File: src/rtl/mux2x32_to32.sv
// Registered (or optionally combinational) 2-to-1 word multiplexer with a valid flag.
// The registered path holds the last captured word while InValid is low; only OutValid drops.
module mux2x32_to32 #(
    parameter int WIDTH      = 32,
    parameter int REGISTERED = 1
) (
    input  logic             Clock,
    input  logic             ResetN,
    input  logic [WIDTH-1:0] DataA,
    input  logic [WIDTH-1:0] DataB,
    input  logic             Select,
    input  logic             InValid,
    output logic [WIDTH-1:0] DataOutput,
    output logic             OutValid
);

    logic [WIDTH-1:0] w_result;

    assign w_result = Select ? DataB : DataA;

    generate
        if (REGISTERED != 0) begin : g_registered
            logic [WIDTH-1:0] r_data;
            logic             r_valid;

            always_ff @(posedge Clock or negedge ResetN) begin
                if (!ResetN) begin
                    r_data  <= '0;
                    r_valid <= 1'b0;
                end else begin
                    r_valid <= InValid;
                    if (InValid) begin
                        r_data <= w_result;
                    end
                end
            end

            assign DataOutput = r_data;
            assign OutValid   = r_valid;
        end else begin : g_combinational
            // Clock and ResetN are intentionally left unconnected in this mode.
            assign DataOutput = w_result;
            assign OutValid   = InValid;
        end
    endgenerate

endmodule

File: config.mk
export PLATFORM = sky130hd
export DESIGN_NAME = mux2x32_to32
export DESIGN_NICKNAME = d
export VERILOG_FILES = /design/src/rtl/mux2x32_to32.sv
export SDC_FILE = /design/constraint.sdc
export NUM_CORES = 1
export LEC_CHECK = 0
export CAP_MARGIN = 20
export CORE_MARGIN = 1
export CORE_UTILIZATION = 38
export DETAILED_ROUTE_END_ITERATION = 8
export PLACE_DENSITY = 0.84
export REMOVE_ABC_BUFFERS = 1
export SLEW_MARGIN = 10
export SYNTH_ARGS = -nofsm -noshare
export SYNTH_HDL_FRONTEND = slang
export SYNTH_SLANG_ARGS = --single-unit
File: constraint.sdc
create_clock -name Clock -period 2 [get_ports Clock]
set_clock_uncertainty 0.1 [all_clocks]
set_input_delay 0.4 -clock Clock [delete_from_list [all_inputs] [get_ports Clock]]
set_output_delay 0.4 -clock Clock [all_outputs]
set_load 0.1 [all_outputs]
==> results.sh <==
export IMPL_vias=1377
export IMPL_multiInputGateArea_um2=600.6
export IMPL_antenna_found_initial=0
export IMPL_cts_buffers=5
export IMPL_numPortBuffers=100
export IMPL_postCtsSetupBuffers=0
export IMPL_crit_fanout=2
export IMPL_met1_length_mm=1.393
export IMPL_postCtsHoldBufs=0
export IMPL_max_cap_viol_count=0
export IMPL_drv_slew=0
export IMPL_grt_use_total_pct=18.70
export IMPL_initial_core_util_pct=40.61
export IMPL_dieArea_mm2=0.004288
export IMPL_cp_start_kind="register"
export IMPL_hpwl_mm=2.863
export IMPL_place_ws_ps=624.0
export IMPL_p_leak_nw=1.223
export IMPL_period_minus_slack_ps=1440
export IMPL_via_per_inst=4.748
export IMPL_cts_max_level=2
export IMPL_fp_dieW_um=65.49
export IMPL_hold_class="primary input to async pin"
export IMPL_path_class="register to output port"
export IMPL_ir_drop_v=0.0004619
export IMPL_worst_path_max_delay_cell="dfrtp_1"
export IMPL_cts_sinks=33
export IMPL_worstPathRequired_ps=1500
export IMPL_drive_above_1_share_pct=19.83
export IMPL_critPathArrivalTime_ps=940
export IMPL_grt_overflow_total=0
export IMPL_die_y_um=65.49
export IMPL_path_cells="buf_4"
export IMPL_maxUsedRoutingLayer="met4"
export IMPL_ios=101
export IMPL_fin_util_pct=71.50
export IMPL_gp_congestion=0.7188
export IMPL_cp_top_family="flip-flops"
export IMPL_synth_warnings=0
export IMPL_first_pass_iters=4
export IMPL_yosys_register_bits=33
export IMPL_drc_errors=0
export IMPL_wl_per_cell_um=12.63
export IMPL_root_buffer="clkbuf_8"
export IMPL_powerDensity_mw_per_mm2=862.1
export IMPL_clk_path_buf_depth=2
export IMPL_synth_avg_cell_area_um2=10.94
export IMPL_synth_cell_type_count=9
export IMPL_cts_resized=0
export IMPL_routed_wirelength_mm=3.662
export IMPL_fp_row_count=22
export IMPL_ys_seq_area_share_pct=53.92
export IMPL_syn_inst=140
export IMPL_period_share_pct=72.00
export IMPL_hold_ws_ps=420.9
export IMPL_nFillCells=280
export IMPL_dr_wl_met3_um=417
export IMPL_n_antenna_cell=0
export IMPL_clk_latency_ps=280
export IMPL_fin_ws_ps=559.9
export IMPL_rsz0062_at_grt="false"
export IMPL_grt_max_degree=37
export IMPL_outcome="finished clean"
export IMPL_drt_iter0_drc=44
export IMPL_syn_to_final_growth_pct=76.06
export IMPL_clkTransAtPathRegs_ps=70
export IMPL_netlist_area_mm2=0.001531
export IMPL_grt_pass1_vias=1342
export IMPL_cts_tree="built"
export IMPL_regArea_um2=825.8
export IMPL_grt_pass1_wl_mm=5.878
export IMPL_crit_buf_inv=1
export IMPL_timing_fmax_mhz=694.4
export IMPL_relSlewSlack_pct=72.51
export IMPL_crit_path_end_kind="output port"
export IMPL_hold_viol=0
export IMPL_routed_wl_met2_mm=1.784
export IMPL_worst_slew_pin_transition_ps=412.3
export IMPL_cp_slowest_stage_delay_ps=360
export IMPL_core_area_mm2=0.003771
export IMPL_fin_nets=309
export IMPL_setup_violations=0
export IMPL_ant_nets=0
export IMPL_final_setup_tns_ps=0
cells by family after synthesis:
| group | synth area share, % |
|---|---|
| muxes | 20.92 |
| DFF | 53.92 |
| buffers and inverters | 6.863 |
| and+or+nand+nor | 7.843 |
| AOI/OAI and AO/OA | 10.46 |
final timing paths:
kind / startpoint / endpoint / slack, ps / depth (start not counted)
max in group asynchronous: ResetN / DataOutput[14]$_DFFE_PN0P_ / 1080 / 2
min in group Clock: InValid / OutValid$_DFF_PN0_ / 420 / 2
hold / removal: ResetN / DataOutput[4]$_DFFE_PN0P_ / 420 / 2
setup / recovery: DataOutput[9]$_DFFE_PN0P_ / DataOutput[9] / 560 / 1
hold reg to reg: DataOutput[0]$_DFFE_PN0P_ / DataOutput[0]$_DFFE_PN0P_ / 430 / 2
setup reg to reg: DataOutput[23]$_DFFE_PN0P_ / DataOutput[23]$_DFFE_PN0P_ / 1190 / 2
metal layers:
metal	vias to the layer above	track usage, %
met5	-	0
met4	0	8.967
met3	7	8.854
met2	63	32.73
met1	625	18.37
li1	682	-
report_power, final:
part / internal (W) / switching, W
registers: 0.000737 / 0.0000525
logic: 0.000335 / 0.000658
clock network: 0.000311 / 0.000231
total: 0.00138 / 0.000942
Yosys cell counts:
cell	number	share of area, %
buf_6	1	0.74
buf_12	3	3.9
buf_2	3	0.98
nor2_1	32	7.8
clkbuf_1	3	0.74
buf_4	1	0.49
mux2i_1	32	21
dfrtp_1	33	54
a21oi_1	32	10
stage by stage:
step                power [W]  instance area, µm²  instances
floorplan            0.001389                1426        129
global placement     0.001790                2595        282
detailed placement   0.001803                2595        282
CTS                  0.002356                2696        290
global route         0.002431                2696        290
finish               0.002324                2696        290
cells in the final DEF, fill, tap and decap left out:
master / count
buf_4: 25
clkbuf_8: 7
mux2i_1: 32
buf_2: 2
clkdlybuf4s50_1: 65
nor2_1: 32
dfrtp_1: 33
a21oi_1: 32
clkinv_2: 1
buf_12: 13
state kept, by name (all words and copies together) (netlist names):
register	flops
OutValid	1
DataOutput	32
area by class of cell:
class                   instances  area share (%)
clock buffers                   7           3.573
well taps                      48           2.227
repair buffers                105           41.11
multi-input cells              96           22.27
clock inverters                 1          0.1856
flip-flops and latches         33           30.63
Power figures use the tool's default switching activity.
